File: config.mk
export PLATFORM = sky130hd
export DESIGN_NAME = slow_clock_monitor
export DESIGN_NICKNAME = d
export VERILOG_FILES = /design/src/rtl/slow_clk_pkg.sv /design/src/rtl/slow_clock_monitor_edge_sync.sv /design/src/rtl/slow_clock_monitor.sv
export SDC_FILE = /design/constraint.sdc
export NUM_CORES = 1
export LEC_CHECK = 0
export ABC_CLOCK_PERIOD_IN_PS = 8900
export CORE_MARGIN = 5
export CORE_UTILIZATION = 35
export DETAILED_ROUTE_END_ITERATION = 10
export DONT_BUFFER_PORTS = 1
export GPL_TIMING_DRIVEN = 0
export PLACE_DENSITY = 0.58
export SETUP_SLACK_MARGIN = 0.1
export SYNTH_ARGS = -nofsm -noshare
export SYNTH_HDL_FRONTEND = slang
export SYNTH_HIERARCHICAL = 1
export SYNTH_SLANG_ARGS = --single-unit
export TNS_END_PERCENT = 10
File: constraint.sdc
create_clock -name clk_in -period 8.9 [get_ports clk_in]
set_input_delay 1.78 -clock clk_in [delete_from_list [all_inputs] [get_ports clk_in]]
set_output_delay 1.78 -clock clk_in [all_outputs]
set_load 0.03 [all_outputs]
File: src/rtl/slow_clk_pkg.sv
// Shared definitions for the divided game clock: monitor FSM states and
// default timing constants also used by the divider's count.
package slow_clk_pkg;

    typedef enum logic [1:0] {
        IDLE    = 2'd0,
        ACQUIRE = 2'd1,
        LOCKED  = 2'd2,
        LOST    = 2'd3
    } slow_clk_state_t;

    localparam int DEF_EXP_HALF   = 12500;
    localparam int DEF_TOL        = 64;
    localparam int DEF_LOCK_COUNT = 4;

    // Silence on the slow clock for a full nominal period means it is gone.
    function automatic int lost_limit(input int exp_half);
        return 2 * exp_half;
    endfunction

endpackage

File: src/rtl/slow_clock_monitor_edge_sync.sv
// Synchronises the asynchronous slow clock into clk_in and turns each of its
// edges into a registered one-cycle rise or fall pulse.
module edge_sync #(
    parameter int SYNC_STAGES = 2
) (
    input  logic clk_in,
    input  logic rst_n,
    input  logic async_in,
    output logic rise,
    output logic fall
);

    logic [SYNC_STAGES-1:0] sync_q;
    logic                   prev_q;
    logic                   level;

    assign level = sync_q[SYNC_STAGES-1];

    always_ff @(posedge clk_in) begin
        if (!rst_n) begin
            sync_q <= '0;
            prev_q <= 1'b0;
            rise   <= 1'b0;
            fall   <= 1'b0;
        end else begin
            sync_q <= {sync_q[SYNC_STAGES-2:0], async_in};
            prev_q <= level;
            rise   <= level & ~prev_q;
            fall   <= ~level & prev_q;
        end
    end

endmodule

File: src/rtl/slow_clock_monitor.sv
// Slow clock consumer: edge ticks, half/full period measurement, lock and loss
// detection. Define SLOW_CLK_STATS_EN to add the glitch_cnt statistics output.
//
// state   | meaning
// IDLE    | out of reset, no edge seen yet
// ACQUIRE | measuring halves, counting consecutive good ones
// LOCKED  | LOCK_COUNT good halves in a row seen
// LOST    | no edge for 2*EXP_HALF cycles
module slow_clock_monitor
    import slow_clk_pkg::*;
#(
    parameter int SYNC_STAGES = 2,
    parameter int EXP_HALF    = DEF_EXP_HALF,
    parameter int TOL         = DEF_TOL,
    parameter int LOCK_COUNT  = DEF_LOCK_COUNT,
    parameter int CNT_W       = 16
) (
    input  logic             clk_in,
    input  logic             rst_n,
    input  logic             slow_clk,
    output logic             rise_tick,
    output logic             fall_tick,
    output logic             locked,
    output logic             lost,
    output logic [CNT_W-1:0] period,
    output logic             period_valid
`ifdef SLOW_CLK_STATS_EN
    ,
    output logic [7:0]       glitch_cnt
`endif
);

    localparam int GOOD_W = $clog2(LOCK_COUNT + 1);

    localparam logic [CNT_W-1:0]  HCNT_MAX  = '1;
    localparam logic [CNT_W-1:0]  TIMEOUT   = CNT_W'(lost_limit(EXP_HALF));
    localparam logic [CNT_W-1:0]  EXP_V     = CNT_W'(EXP_HALF);
    localparam logic [CNT_W-1:0]  TOL_V     = CNT_W'(TOL);
    localparam logic [GOOD_W-1:0] GOOD_LAST = GOOD_W'(LOCK_COUNT - 1);
    localparam logic [GOOD_W-1:0] GOOD_FULL = GOOD_W'(LOCK_COUNT);

    slow_clk_state_t   state_q, state_d;
    logic [GOOD_W-1:0] good_q, good_d;
    logic [CNT_W-1:0]  hcnt_q;
    logic [CNT_W-1:0]  last_half_q;
    logic              have_half_q;
    logic [CNT_W-1:0]  period_q;
    logic              period_valid_q;

    logic              tick;
    logic              timeout;
    logic              measure;
    logic [CNT_W-1:0]  half_dev;
    logic              half_good;
    logic [CNT_W:0]    half_sum;
    logic [CNT_W-1:0]  period_sat;

    edge_sync #(
        .SYNC_STAGES(SYNC_STAGES)
    ) u_edge_sync (
        .clk_in  (clk_in),
        .rst_n   (rst_n),
        .async_in(slow_clk),
        .rise    (rise_tick),
        .fall    (fall_tick)
    );

    assign tick    = rise_tick | fall_tick;
    assign timeout = (hcnt_q >= TIMEOUT);

    // Unsigned distance from the nominal half, computed without wrap.
    assign half_dev  = (hcnt_q >= EXP_V) ? (hcnt_q - EXP_V) : (EXP_V - hcnt_q);
    assign half_good = (half_dev <= TOL_V);

    assign half_sum   = {1'b0, last_half_q} + {1'b0, hcnt_q};
    assign period_sat = half_sum[CNT_W] ? HCNT_MAX : half_sum[CNT_W-1:0];

    always_comb begin
        state_d = state_q;
        good_d  = good_q;
        measure = 1'b0;
        unique case (state_q)
            IDLE: begin
                if (tick) begin
                    state_d = ACQUIRE;
                    good_d  = '0;
                end else if (timeout) begin
                    state_d = LOST;
                end
            end
            ACQUIRE: begin
                if (tick) begin
                    measure = 1'b1;
                    if (!half_good) begin
                        good_d = '0;
                    end else if (good_q == GOOD_LAST) begin
                        state_d = LOCKED;
                        good_d  = GOOD_FULL;
                    end else begin
                        good_d = good_q + GOOD_W'(1);
                    end
                end else if (timeout) begin
                    state_d = LOST;
                    good_d  = '0;
                end
            end
            LOCKED: begin
                if (tick) begin
                    measure = 1'b1;
                    if (!half_good) begin
                        state_d = ACQUIRE;
                        good_d  = '0;
                    end
                end else if (timeout) begin
                    state_d = LOST;
                    good_d  = '0;
                end
            end
            LOST: begin
                if (tick) begin
                    state_d = ACQUIRE;
                    good_d  = '0;
                end
            end
            default: begin
                state_d = IDLE;
                good_d  = '0;
            end
        endcase
    end

    always_ff @(posedge clk_in) begin
        if (!rst_n) begin
            state_q        <= IDLE;
            good_q         <= '0;
            hcnt_q         <= '0;
            last_half_q    <= '0;
            have_half_q    <= 1'b0;
            period_q       <= '0;
            period_valid_q <= 1'b0;
        end else begin
            state_q        <= state_d;
            good_q         <= good_d;
            period_valid_q <= 1'b0;

            if (tick) begin
                hcnt_q <= CNT_W'(1);
            end else if (hcnt_q != HCNT_MAX) begin
                hcnt_q <= hcnt_q + CNT_W'(1);
            end

            // A half only counts towards period if the previous one was also
            // fully measured; discarded halves and timeouts break the chain.
            if (measure) begin
                last_half_q <= hcnt_q;
                have_half_q <= 1'b1;
                if (rise_tick && have_half_q) begin
                    period_q       <= period_sat;
                    period_valid_q <= 1'b1;
                end
            end else if (state_d == IDLE || state_d == LOST) begin
                have_half_q <= 1'b0;
            end
        end
    end

    assign locked       = (state_q == LOCKED);
    assign lost         = (state_q == LOST);
    assign period       = period_q;
    assign period_valid = period_valid_q;

`ifdef SLOW_CLK_STATS_EN
    logic [7:0] glitch_q;
    logic       leave_lock;

    // LOCKED is only ever left through a bad half or a timeout.
    assign leave_lock = (state_q == LOCKED) && (state_d != LOCKED);

    always_ff @(posedge clk_in) begin
        if (!rst_n) begin
            glitch_q <= '0;
        end else if (leave_lock && glitch_q != 8'hFF) begin
            glitch_q <= glitch_q + 8'd1;
        end
    end

    assign glitch_cnt = glitch_q;
`endif

endmodule
After elaboration in Yosys (flattened, before gate mapping)
Cells that the tools add are included.
{"block": "word_totals", "regBits": 60, "input_bits": 3, "output_inout_bits": 21, "elab_cells": 72}
{"block": "classes", "n_addsub": 5, "order_cmp": 3, "n_eq_ne": 8, "muxes": 26, "n_bitwise": 6, "n_reduce_logical": 12}
{"operator": "2-to-1 mux 16 bit", "n": 2}
{"operator": "2-to-1 mux 3 bit", "n": 7}
{"operator": "adder 16 x 16 -> 17 bit", "n": 1}
{"operator": "adder 16 x 1 -> 16 bit, second input constant", "n": 1}
{"operator": "greater-or-equal comparator 16 x 14 -> 1 bit, second input constant", "n": 1}
{"operator": "greater-or-equal comparator 16 x 15 -> 1 bit, second input constant", "n": 1}
{"operator": "less-or-equal comparator 16 x 7 -> 1 bit, second input constant", "n": 1}
{"operator": "2-to-1 mux 2 bit", "n": 8}
{"operator": "inequality test 16 bit, second input constant", "n": 1}
{"operator": "subtractor 14 x 16 -> 16 bit, first input constant", "n": 1}
{"operator": "subtractor 16 x 14 -> 16 bit, second input constant", "n": 1}
{"operator": "one-hot mux 3 bit (3 select lines)", "n": 1}
{"operator": "one-hot mux 2 bit (4 select lines)", "n": 1}
{"operator": "2-to-1 mux 1 bit", "n": 7}
{"operator": "equality test 2 bit, second input constant", "n": 3}
{"operator": "AND reduction 2 bit", "n": 3}
{"operator": "OR reduction 2 bit", "n": 3}
{"operator": "logical NOT 2 bit", "n": 2}
{"operator": "nonzero test 2 bit", "n": 2}
{"operator": "adder 3 x 1 -> 3 bit, second input constant", "n": 1}
{"operator": "equality test 3 x 2 -> 1 bit, second input constant", "n": 1}
{"operator": "inequality test 3 bit, second input constant", "n": 1}
{"operator": "NOT 1 bit", "n": 3}
{"operator": "bitwise AND 1 bit", "n": 2}
{"operator": "5 further kinds", "n": 5}

Depth between registers and ports, before layout
Gate-level depths: netlist of run 1.
{"block": "logic_depth", "word_depth": 10, "depth_mapped": 15, "mapped_depth_nobuf": 13}

Hierarchy
The synthesis of run 1 kept the hierarchy.
{"mod": "slow_clock_monitor", "instances": 1, "cells_each": 488, "area_per_inst_um2": 3788.6, "seq_area_each_um2": 1101.1}
{"mod": "edge_sync", "instances": 1, "cells_each": 10, "area_per_inst_um2": 140.1, "seq_area_each_um2": 100.1}

Least setup slack after synthesis of run 1
OpenSTA, ideal clock, no wires.
{"block": "synth_path", "path_type": "reg-to-reg", "startpoint": "register hcnt_q[3]", "endpoint": "register have_half_q", "setup_time_ns": 0.079, "arrival_ns": 3.093, "required_ns": 8.821, "path_slack_ns": 5.728, "stages_incl_launch_ff": 15, "n_path_buf": 2, "period_less_slack_ns": 3.172, "cell_sequence": "dfxtp_1 > clkbuf_1 > inv_1 > ha_1 > and2_1 > nand4_1 > o2111ai_4 > or3_1 > a21oi_1 > nor4_1 > and3_1 > buf_6 > a22o_1 > or4_1 > o211ai_1"}
{"block": "synth_between", "elab_chain_cells": 9, "elab_cells_between_ends": 17, "cone_classes": "add/sub (2); order compare (3); eq/ne (1); mux (8); reduce/logical (3)"}
{"element": "start, declared", "line": "slow_clock_monitor.sv:44", "rtl": "logic [CNT_W-1:0] hcnt_q;"}
{"element": "start signal, assigned", "line": "slow_clock_monitor.sv:149", "rtl": "hcnt_q <= hcnt_q + CNT_W'(1);"}
{"element": "subtractor 14 x 16 -> 16 bit (tied with other cells)", "line": "slow_clock_monitor.sv:72", "rtl": "assign half_dev = (hcnt_q >= EXP_V) ? (hcnt_q - EXP_V) : (EXP_V - hcnt_q);"}
{"element": "2-to-1 mux 16 bit", "line": "slow_clock_monitor.sv:72"}
{"element": "less-or-equal comparator 16 x 7 -> 1 bit", "line": "slow_clock_monitor.sv:73", "rtl": "assign half_good = (half_dev <= TOL_V);"}
{"element": "2-to-1 mux 2 bit, on equally long branches", "line": "slow_clock_monitor.sv:110, slow_clock_monitor.sv:94"}
{"element": "2-to-1 mux 2 bit, on equally long branches", "line": "slow_clock_monitor.sv:108, slow_clock_monitor.sv:92"}
{"element": "one-hot mux 2 bit (4 select lines) (*)", "line": "slow_clock_monitor.sv:82", "rtl": "unique case (state_q)"}
{"element": "equality test 2 bit / logical NOT 2 bit (equally long branches)", "line": "slow_clock_monitor.sv:161", "rtl": "end else if (state_d == IDLE || state_d == LOST) begin"}
{"element": "logical OR 1 bit (*)", "line": "slow_clock_monitor.sv:161"}
{"element": "nonzero test 2 bit (no source line) (*)"}
{"element": "end signal, assigned", "line": "slow_clock_monitor.sv:138", "rtl": "have_half_q <= 1'b0;"}
{"element": "end signal, assigned", "line": "slow_clock_monitor.sv:156", "rtl": "have_half_q <= 1'b1;"}
{"element": "end signal, assigned", "line": "slow_clock_monitor.sv:162", "rtl": "have_half_q <= 1'b0;"}
{"element": "end, declared", "line": "slow_clock_monitor.sv:46", "rtl": "logic have_half_q;"}
Mark *: on every way between the ends. The rest lies on a longest branch, timed or not.
A chain may end at the register's enable or synchronous reset.

Worst setup path after layout of run 1
{"block": "layout_path", "startpoint": "register hcnt_q[3]", "endpoint": "register good_q[0]"}
{"block": "layout_between", "elab_chain_cells": 6, "elab_cells_between_ends": 13, "cone_classes": "add/sub (2); order compare (3); eq/ne (1); mux (6); reduce/logical (1)"}
{"element": "subtractor 14 x 16 -> 16 bit (tied with other cells)", "line": "slow_clock_monitor.sv:72"}
{"element": "2-to-1 mux 16 bit", "line": "slow_clock_monitor.sv:72"}
{"element": "less-or-equal comparator 16 x 7 -> 1 bit", "line": "slow_clock_monitor.sv:73"}
{"element": "2-to-1 mux 3 bit", "line": "slow_clock_monitor.sv:94", "rtl": "if (!half_good) begin"}
{"element": "2-to-1 mux 3 bit", "line": "slow_clock_monitor.sv:92", "rtl": "if (tick) begin"}
{"element": "one-hot mux 3 bit (3 select lines)", "line": "slow_clock_monitor.sv:82"}
{"element": "end signal, assigned", "line": "slow_clock_monitor.sv:143", "rtl": "good_q <= good_d;"}
{"element": "end, declared", "line": "slow_clock_monitor.sv:43", "rtl": "logic [GOOD_W-1:0] good_q, good_d;"}
Several ways; a longest one is shown, not always the timed one.

==> key figures, run 1 <==
Run status
  – Status: finished, final reports clean

Global route
  – Largest net degree at the start of global routing: 12
  – Initial antenna violation count: 0
  – Overall global routing resource usage: approximately 15%
  – Number of global-route vias before repair: 3386
  – First-pass GRT wire length: 16800 um
  – Grt ovf: 0

Floorplanning
  – Initial Utilization: 35.93%
  – Row cnt: 38
  – Die area: 13440 um^2
  – Core ar.: 10940 um^2
  – DIE WIDTH: 116.0 um
  – # IOs: 24
  – Die H: 116.0 um

Detailed routing
  – Detailed Routing Iterations Pass 1: 4
  – DR WL/cell: 15.27 um
  – Initial DRC Count: 175
  – Vias per inst: approximately 5.3
  – Residual DRC: 0
  – Routed via count: 3485
  – Final ANT Viol Nets: 0
  – WL final: 9956 um

Finish
  – Syn-to-layout area delta: 12.26%
  – Layout cell share with drive strength beyond 1: 6.445%
  – Final nets: ~540
  – ANT cells: 0
  – Finished Cell Area: 4410 um^2
  – Fin util: around two fifths

Clocking
  – H-tree depth: 3
  – Worst skew pair latency: 320 ps
  – Num CTS Buffers: 9
  – Clock Path Buffers: 2
  – Setup Buffers After CTS: 0
  – Worst-path clk slew: 50 ps
  – CTS Sinks: 60
  – Hold Buf Count CTS: 0
  – CTS root buffer: clkbuf_16
  – Post_cts resized: 0
  – CTS tree: built

Placement
  – Port Buffers: 0
  – Placed Instance Area: 4104 um^2
  – Final RePlAce weighted congestion: a little under 0.9
  – Setup slack at placement: 5158 ps
  – DP HPWL: 7667 um

STA
  – RSZ-0062 raised after global routing: false
  – Minimum clock period: 3789 ps
  – Max-slew headroom: 51.25%
  – Final Hold Viols: 0
  – Final worst slack: 5111 ps
  – Max-slew violation count: 0
  – Worst clock skew: ~7.3 ps
  – Achievable frequency: 263.9 MHz
  – Final worst-path cycle share: between 40% and 50%
  – Total negative slack: 0 ps
  – Tightest Pin Transition: 723.5 ps
  – Setup violators final: 0

Min path
  – Hold Crit Class: register to register
  – WHS Endpoint: u_edge_sync/sync_q[1]
  – Hold Crit Depth: 1
  – Hold Startpoint: u_edge_sync/sync_q[0]

Critical path
  – Critical path cell sequence: clkbuf_1, inv_1, ha_1, nor2b_1, o211ai_1, o2111ai_4, buf_4, mux2i_1, o2111ai_1, nor4_1, and3_1, buf_6, nand3_1, or4_1, a21boi_1
  – Reg2reg start: hcnt_q[3]
  – Critical R2R Capture: good_q[0]
  – Slowest stage delay, CP: 410 ps
  – Crit. End Element: register
  – Worst Path Buf+Inv: 4
  – Worst endpoint required time: 9150 ps
  – Worst EP arrival: 4040 ps
  – Startpoint types: register
  – Slowest-stage cell, CP: nor4_1
  – Reg2Reg Depth: 15
  – CP Class: register to register
  – Flop-to-flop setup slack: 5110 ps
  – Worst path top cell family by delay: simple AND/OR/NAND/NOR gates
  – Worst Path Max Fanout: 10

Pwr
  – Clock share of power: 52.9%
  – Sequential share of power: 40.6%
  – PwrDens: 154.4 nW/um^2
  – Psw: 0.0001415 W
  – Gate power share: 6.6%
  – Switching part of the total: 20.78%
  – LEAKAGE: 1.605 nW
  – Internal power: 0.0005396 W
  – Maximum vdd drop: 0.1169 mV

Synth
  – YS warnings: 6
  – Seq cells post-synth: 60
  – Share of flip-flops with an asynchronous set or reset: 0%
  – Post-synthesis cell count: 498
  – Syn Std Cell Area: between 3000 and 4000 um^2
  – Ys flop type: dfxtp_1
  – Synthesized net count: 532
  – Synth unique cells: 57
  – EDFF count, synth: 0
  – Register area share after synthesis: 30.57%
  – Mapped Avg Cell Area: 7.889 um^2

Job
  – Total of max-cap violations: 0
-- how the worst max path moves through the flow --
stage,depth (start not counted),start,to
2_1_floorplan,14,hcnt_q[3],have_half_q
4_1_cts,15,hcnt_q[3],good_q[0]
3_3_place_gp,15,hcnt_q[3],good_q[0]
3_5_place_dp,15,hcnt_q[3],have_half_q
5_1_grt,15,hcnt_q[3],good_q[0]
6_report,15,hcnt_q[3],good_q[0]
-- layer usage --
| metal | vias up | share of wire [%] | wire (um) | global-route usage [%] |
|---|---|---|---|---|
| met2 | 77 | 45 | 4504 | 24.28 |
| met1 | 1610 | 49 | 4834 | 21.45 |
| li1 | 1789 | - | - | - |
| met4 | 0 | 1.1 | 114 | 4.254 |
| met5 | - | 0 | 0 | 0 |
| met3 | 9 | 5.1 | 503 | 3.133 |
-- registers in the layout, indices dropped and copies added, names as in the netlist --
name / flops
good_q: 3
have_half_q: 1
hcnt_q: 16
last_half_q: 16
period: 16
period_valid: 1
state_q: 2
u_edge_sync/fall: 1
u_edge_sync/prev_q: 1
u_edge_sync/rise: 1
u_edge_sync/sync_q: 2
-- cells in the final DEF (no fill, tap or decap), types with 6 or more instances in the layout --
cell / synthesis / routed
and2_1: 6 / 6
a21oi_1: 44 / 44
o21a_1: 8 / 8
nand3_1: 16 / 16
dfxtp_1: 60 / 60
nor4_1: 8 / 8
clkbuf_16: 0 / 9
xnor2_1: 16 / 16
or3_1: 7 / 7
nor3_1: 10 / 10
xor2_1: 9 / 9
clkbuf_1: 27 / 29
nand2_1: 58 / 58
a21boi_0: 22 / 22
ha_1: 30 / 30
inv_1: 23 / 23
o21ai_0: 40 / 40
nor2_1: 22 / 22
mux2i_1: 7 / 7
nor2b_1: 6 / 6
-- cells by family after synthesis --
logic type	count (synthesis)	synth area share, %
and+or+nand+nor	162	20.51
AOI/OAI and AO/OA	155	25.10
DFF	60	30.57
buffers and inverters	57	6.114
adders and majority gates	31	10.06
xor gates and xnor gates	25	5.573
muxes	8	2.070
-- power by group through the flow --
stage          combinational (W)  clock (W)  sequential, W
6_report               0.0000447   0.000360       0.000276
3_5_place_dp           0.0000447          0       0.000282
5_1_grt                0.0000508   0.000380       0.000277
4_1_cts                0.0000451   0.000365       0.000276
3_3_place_gp           0.0000439          0       0.000282
2_1_floorplan          0.0000345          0       0.000281
-- area by class of cell --
class | count | area (um^2)
Buffer | 34 | 153.9
Clock inverter | 2 | 60.06
Sequential cell | 60 | 1201
Fill cell | 1141 | 6525
Inverter | 23 | 86.33
Tap cell | 140 | 175.2
Clock buffer | 12 | 246.5
Multi-Input combinational cell | 381 | 2487
-- worst reg2reg max path: stages (launching register included) --
cell       delay, ps
dfxtp_1          380
clkbuf_1         360
inv_1            210
ha_1             270
nor2b_1          140
o211ai_1         140
o2111ai_4        180
buf_4            240
mux2i_1          190
o2111ai_1        110
nor4_1           410
and3_1           280
buf_6            150
nand3_1           90
or4_1            410
a21boi_1         150
-- synthesized netlist by cell type, drive strengths merged (5+ instances only) --
cell type	n	area (um^2)
a21boi	24	180.2
a21oi	44	220.2
a31oi	5	31.28
and2	10	67.57
buf	7	52.54
clkbuf	27	101.4
dfxtp	60	1201
ha	30	375.4
inv	23	86.33
mux2i	7	70.07
nand2	59	224.0
nand3	16	80.08
nor2	22	82.58
nor2b	6	37.54
nor3	10	50.05
nor4	8	50.05
o211ai	5	37.54
o21a	8	60.06
o21ai	40	200.2
or3	7	43.79
xnor2	16	140.1
xor2	9	78.83
-- through the flow --
step	cells	hold slack (ps)	total power [W]
2_1_floorplan	498	426.3	0.0003152
3_3_place_gp	638	429.4	0.0003255
3_5_place_dp	638	445.3	0.0003265
4_1_cts	652	460.8	0.0006869
5_1_grt	652	483.0	0.0007072
6_report	652	462.4	0.0006811
(Power assumes the default switching activity.)
==> run 2: changes to the inputs <==
--- a/config.mk
+++ b/config.mk
@@ -5,7 +5,7 @@
 export SDC_FILE = /design/constraint.sdc
 export NUM_CORES = 1
 export LEC_CHECK = 0
-export ABC_CLOCK_PERIOD_IN_PS = 8900
+export ABC_CLOCK_PERIOD_IN_PS = 3900
 export CORE_MARGIN = 5
 export CORE_UTILIZATION = 35
 export DETAILED_ROUTE_END_ITERATION = 10
==> constraint.sdc (replaced) <==
create_clock -name clk_in -period 3.9 [get_ports clk_in]
set_input_delay 0.78 -clock clk_in [delete_from_list [all_inputs] [get_ports clk_in]]
set_output_delay 0.78 -clock clk_in [all_outputs]
set_load 0.03 [all_outputs]
==> run 2 against run 1 <==
Net effect:
- sequential cell count unchanged
- count of clock-buffer cells in the layout unchanged
- clock power rose by 130%
- critical path type unchanged
- largest power group unchanged
- highest routed layer unchanged
==> key figures, run 2 (same netlist as run 1, synthesis figures left out) <==
Run status
  – Status: finished, final reports clean

Floorplanning
  – Die area: 13440 um^2 (unchanged)
  – Die H: 116.0 um (unchanged)
  – Row cnt: 38 (unchanged)
  – Initial Utilization: 35.93% (unchanged)
  – Core ar.: 10940 um^2 (unchanged)
  – DIE WIDTH: 116.0 um (unchanged)
  – # IOs: 24 (unchanged)

Clocking
  – CTS tree: built
  – Clock Path Buffers: 2 (unchanged)
  – Worst-path clk slew: 50 ps (about the same)
  – CTS Sinks: 60 (unchanged)
  – Hold Buf Count CTS: 0 (unchanged)
  – Num CTS Buffers: 9 (unchanged)
  – Worst skew pair latency: 320 ps (about the same)
  – H-tree depth: 3 (unchanged)
  – CTS root buffer: clkbuf_16

STA
  – Minimum clock period: 3535 ps (-253.9 ps)
  – RSZ-0062 raised after global routing: false
  – Total negative slack: 0 ps (unchanged)
  – Max-slew violation count: 0 (unchanged)
  – Max-slew headroom: 49.97% (-1.3 points)
  – Final worst slack: 365.1 ps (-4746 ps)
  – Final Hold Viols: 0 (unchanged)
  – Worst clock skew: 5.289 ps (-2.039 ps)
  – Setup violators final: 0 (unchanged)
  – Tightest Pin Transition: 742.6 ps (+19.04 ps)
  – Final worst-path cycle share: 90.64% (+48 points)
  – Achievable frequency: 282.9 MHz (+7.2%)

Finish
  – ANT cells: 0 (unchanged)
  – Number of fill cells: 1140 (-0.088%)
  – Final nets: 546 (+0.55%)
  – Fin util: 40.68% (+0.34 points)
  – Most frequent cells in the layout: 60 x dfxtp_1, 58 x nand2_1, 44 x a21oi_1
  – Syn-to-layout area delta: 13.22%
  – Commonest non-fill, non-tap cell in the layout: dfxtp_1
  – Layout cell share with drive strength beyond 1: 8.155% (+1.7 points)

Min path
  – Hold Crit Class: register to register

Critical path
  – CP Class: register to register
  – Worst Path Max Fanout: 9 (-1)
  – Crit. End Element: register
  – Worst endpoint required time: 4140 ps (-5010 ps)
  – Startpoint types: register
  – Worst EP arrival: 3780 ps (-260 ps)

Placement
  – Port Buffers: 0 (unchanged)
  – DP HPWL: 7667 um (unchanged)
  – Final RePlAce weighted congestion: 0.8933 (unchanged)
  – Setup slack at placement: 158.3 ps (-5000 ps)

Detailed routing
  – Final ANT Viol Nets: 0 (unchanged)
  – DR WL/cell: 15.37 um (+0.64%)
  – Residual DRC: 0 (unchanged)
  – Routed via count: 3494 (+0.26%)
  – Vias per inst: 5.334 (-0.20%)
  – Met2 wire len: 4526 um (+0.49%)
  – WL met3: 571 um (+14%)
  – Detailed Routing Iterations Pass 1: 4 (unchanged)
  – Top layer in use: met4
  – WL final: 10070 um (+1.1%)
  – DRT met1 WL: 4816 um (-0.37%)
  – Initial DRC Count: 195 (+11%)

Pwr
  – Maximum vdd drop: 0.2674 mV (+130%)
  – PwrDens: 350.0 nW/um^2 (+130%)
  – LEAKAGE: 1.629 nW (+1.5%)

Job
  – Total of max-cap violations: 0 (unchanged)

Global route
  – First-pass GRT wire length: 16800 um (unchanged)
  – Overall global routing resource usage: 15.41% (unchanged)
  – Largest net degree at the start of global routing: 12 (unchanged)
  – Number of global-route vias before repair: 3386 (unchanged)
  – Initial antenna violation count: 0 (unchanged)
  – Grt ovf: 0 (unchanged)
==> run 2: layer usage <==
metal,up-vias,track usage [%]
met1,1603,21.45
met3,17,3.133
met5,-,0
met2,80,24.28
li1,1794,-
met4,0,4.254
==> run 2: path summary, 6_finish.rpt <==
| check | slack [ps] | depth (start not counted) | endpoint | from |
|---|---|---|---|---|
| worst max-delay path | 370 | 15 | have_half_q | hcnt_q[3] |
| worst min-delay path | 460 | 1 | u_edge_sync/sync_q[1] | u_edge_sync/sync_q[0] |
| worst max register to register | 370 | 15 | have_half_q | hcnt_q[3] |
| worst min register to register | 460 | 1 | u_edge_sync/sync_q[1] | u_edge_sync/sync_q[0] |
==> run 2: area by class of cell <==
cell class | count | area (um^2) | area share, %
Timing Repair Buffer | 3 | 22.52 | 0.5063
Clock inverter | 2 | 60.06 | 1.350
Tap cell | 140 | 175.2 | 3.938
Buffer | 34 | 157.7 | 3.544
Multi-Input combinational cell | 381 | 2499 | 56.17
Inverter | 23 | 86.33 | 1.941
Clock buffer | 12 | 246.5 | 5.541
Sequential cell | 60 | 1201 | 27.00
==> run 2: worst max-delay path, stage by stage (launching register included) <==
cell and delay [ps]:
dfxtp_1 380, clkbuf_2 250, inv_2 100, ha_1 200
and2_1 170, nand4_1 160, o2111ai_4 180, buf_4 200
or3_1 340, a21oi_1 190, nor4_2 80, and3_4 190
buf_6 130, a22o_1 230, or4_1 520, o211ai_1 100
==> run 2: report_power, final <==
group / switching, W / total [W] / internal (W)
registers: 0.00000903 / 0.000631 / 0.000622
logic: 0.0000614 / 0.000102 / 0.0000411
clock network: 0.000254 / 0.000823 / 0.000569
==> run 2: metrics by stage <==
step	hold WS, ps	cell area, um^2	cells	power (W)
floorplan	426.3	3929	498	0.0007193
global placement	429.4	4104	638	0.0007429
detailed placement	445.3	4104	638	0.0007450
CTS	460.8	4410	652	0.001567
global route	483.0	4448	655	0.001614
finish	462.4	4448	655	0.001557
==> run 2: what timing repair did <==
| action | CTS | global route |
|---|---|---|
| setup buffers | 0 | 3 |
| setup endpoints to repair | 0 | 5 |
| gates resized for setup | 0 | 9 |
==> run 3: changes to the inputs <==
--- a/config.mk
+++ b/config.mk
@@ -7,11 +7,11 @@
 export LEC_CHECK = 0
 export ABC_CLOCK_PERIOD_IN_PS = 3900
 export CORE_MARGIN = 5
-export CORE_UTILIZATION = 35
+export CORE_UTILIZATION = 55
 export DETAILED_ROUTE_END_ITERATION = 10
 export DONT_BUFFER_PORTS = 1
 export GPL_TIMING_DRIVEN = 0
-export PLACE_DENSITY = 0.58
+export PLACE_DENSITY = 0.79
 export SETUP_SLACK_MARGIN = 0.1
 export SYNTH_ARGS = -nofsm -noshare
 export SYNTH_HDL_FRONTEND = slang
==> run 3 against run 2 <==
Net effect:
- maximum frequency fell by 1.9%
- hold slack got worse by 9.0 ps
- sequential power barely moved
- register-to-register slack got worse by 70 ps
- setup slack got worse by 67 ps
- via count rose by 4.2%
- critical path depth did not move
- largest cell class unchanged
- largest power group is now sequential cells
==> key figures, run 3 (same netlist as run 1, synthesis figures left out) <==
Global route
  – Initial antenna violation count: 0 (unchanged)
  – First-pass GRT wire length: 16440 um (-2.1%)
  – Grt ovf: 0 (unchanged)
  – Largest net degree at the start of global routing: 12 (unchanged)
  – Overall global routing resource usage: 23.13% (+7.7 points)
  – Number of global-route vias before repair: 3608 (+6.6%)

Finish
  – Syn-to-layout area delta: 8.726%
  – Finished Cell Area: 4272 um^2 (-4.0%)
  – Finished Layout Cells: 612 (-6.6%)
  – Most frequent cells in the layout: 60 x dfxtp_1, 58 x nand2_1, 44 x a21oi_1
  – Final nets: 546 (unchanged)
  – ANT cells: 0 (unchanged)
  – Commonest non-fill, non-tap cell in the layout: dfxtp_1
  – Fin util: 62.19% (+22 points)
  – Layout cell share with drive strength beyond 1: 8.140% (-0.016 points)

Detailed routing
  – Residual DRC: 0 (unchanged)
  – DR WL/cell: 15.78 um (+2.7%)
  – WL final: 9658 um (-4.1%)
  – Detailed Routing Iterations Pass 1: 5 (+1)
  – Routed via count: 3642 (+4.2%)
  – Final ANT Viol Nets: 0 (unchanged)
  – Vias per inst: 5.951 (+12%)
  – Initial DRC Count: 216 (+11%)

Placement
  – Port Buffers: 0 (unchanged)
  – Post-Place Cells: 594 (-6.9%)
  – Placed Instance Area: 4049 um^2 (-1.3%)
  – Final RePlAce weighted congestion: 0.9293 (+4.0%)
  – DP HPWL: 7240 um (-5.6%)

Pwr
  – Internal power: 0.0009687 W (-21%)
  – Maximum vdd drop: 0.2530 mV (-5.4%)
  – Gate power share: 8.0% (+1.4 points)
  – Switching part of the total: 24.29% (+3.4 points)
  – Clock share of power: 42.8% (-10 points)
  – PwrDens: 299.5 nW/um^2 (-14%)
  – Sequential share of power: 49.2% (+8.7 points)
  – LEAKAGE: 1.571 nW (-3.6%)
  – Psw: 0.0003108 W (-4.4%)

Clocking
  – CTS tree: built
  – Worst-path clk slew: 70 ps (+20 ps)
  – Num CTS Buffers: 9 (unchanged)
  – Clock Path Buffers: 2 (unchanged)
  – CTS Sinks: 60 (unchanged)
  – H-tree depth: 3 (unchanged)
  – Worst skew pair latency: 350 ps (+30 ps)
  – CTS root buffer: clkbuf_8
  – Hold Buf Count CTS: 0 (unchanged)

STA
  – Minimum clock period: 3602 ps (+67.16 ps)
  – Final worst-path cycle share: 92.36% (+1.7 points)
  – Max-slew violation count: 0 (unchanged)
  – Final Hold Viols: 0 (unchanged)
  – Total negative slack: 0 ps (unchanged)
  – Setup violators final: 0 (unchanged)
  – RSZ-0062 raised after global routing: false
  – Achievable frequency: 277.6 MHz (-1.9%)
  – Tightest Pin Transition: 760.6 ps (+18.00 ps)
  – Max-slew headroom: 48.83% (-1.1 points)
  – Final hold slack: 453.4 ps (-8.969 ps)
  – Worst clock skew: 9.218 ps (+3.929 ps)

Critical path
  – Worst EP arrival: 3880 ps (+100 ps)
  – Slowest stage delay, CP: 520 ps (about the same)
  – Critical R2R Capture: have_half_q
  – Slowest-stage cell, CP: or4_1
  – Reg2reg start: hcnt_q[0]
  – Critical path cell sequence: clkbuf_1, inv_1, ha_1, and2_1, nand4_1, o2111ai_4, buf_4, or3_1, a21oi_1, nor4_2, and3_1, buf_6, a22o_1, or4_1, o211ai_1
  – Flop-to-flop setup slack: 300 ps (-70 ps)
  – Worst Path Buf+Inv: 4 (unchanged)
  – Worst endpoint required time: 4170 ps (+30 ps)
  – CP Class: register to register
  – Crit. End Element: register
  – Startpoint types: register
  – Worst path top cell family by delay: simple AND/OR/NAND/NOR gates
  – Reg2Reg Depth: 15 (unchanged)
  – Worst setup startpoint: hcnt_q[0]
  – Worst Path Max Fanout: 8 (-1)

Job
  – Total of max-cap violations: 0 (unchanged)

Run status
  – Status: finished, final reports clean

Min path
  – Hold Startpoint: u_edge_sync/sync_q[0]
  – WHS Endpoint: u_edge_sync/sync_q[1]
  – Hold Crit Depth: 1 (unchanged)
  – Hold Crit Class: register to register

Floorplanning
  – DIE WIDTH: 94.52 um (-18%)
  – Die H: 94.52 um (-18%)
  – Row cnt: 30 (-21%)
  – # IOs: 24 (unchanged)
  – Die area: 8933 um^2 (-34%)
  – Core ar.: 6869 um^2 (-37%)
  – Initial Utilization: 57.19% (+21 points)
run 3: cell types whose count changed in the layout (fill, tap and decap cells not counted):
cell | before | now
clkbuf_16 | 9 | 0
clkbuf_8 | 1 | 10
clkinvlp_4 | 0 | 2
and3_1 | 3 | 4
and3_4 | 1 | 0
bufinv_16 | 2 | 1
clkbuf_2 | 3 | 2
clkinv_2 | 0 | 1
run 3: layout make-up:
| type | count | area (um^2) |
|---|---|---|
| repair buffers | 3 | 22.52 |
| flip-flops and latches | 60 | 1201 |
| well taps | 96 | 120.1 |
| plain buffers | 34 | 156.4 |
| multi-input cells | 381 | 2494 |
| fillers | 614 | 2597 |
| inverters | 23 | 86.33 |
| clock inverters | 4 | 50.05 |
| clock buffers | 11 | 141.4 |
run 3: stage by stage:
step	setup WS, ps	power [W]
floorplan	728.3	0.0007193
global placement	239.0	0.0007390
global route	101.6	0.001337
detailed placement	175.8	0.0007429
finish	298.0	0.001279
CTS	153.5	0.001290
run 3: routing by layer:
layer | part of all wire, % | GRT usage [%]
met2 | 48 | 38.36
met1 | 44 | 28.67
met3 | 5.6 | 6.454
met5 | 0 | 0
met4 | 1.8 | 8.413
run 3: worst max path at each step:
stage	endpoint	cells past startpoint
CTS	good_q[0]	15
global route	have_half_q	15
finish	have_half_q	15
detailed placement	have_half_q	15
global placement	good_q[0]	15
floorplan	have_half_q	14
run 3: what timing repair did:
| item | in CTS | in global routing |
|---|---|---|
| gates resized for setup | 0 | 6 |
| setup buffers | 0 | 3 |
| endpoints found under the hold margin | 0 | 0 |
| setup endpoints to repair | 0 | 6 |
run 3: power by group through the flow:
stage | sequential, W | clock, W | combinational [W]
3_3_place_gp | 0.000643 | 0 | 0.0000963
2_1_floorplan | 0.000641 | 0 | 0.0000787
6_report | 0.000629 | 0.000548 | 0.000102
5_1_grt | 0.000630 | 0.000591 | 0.000116
4_1_cts | 0.000629 | 0.000559 | 0.000101
3_5_place_dp | 0.000643 | 0 | 0.0000998
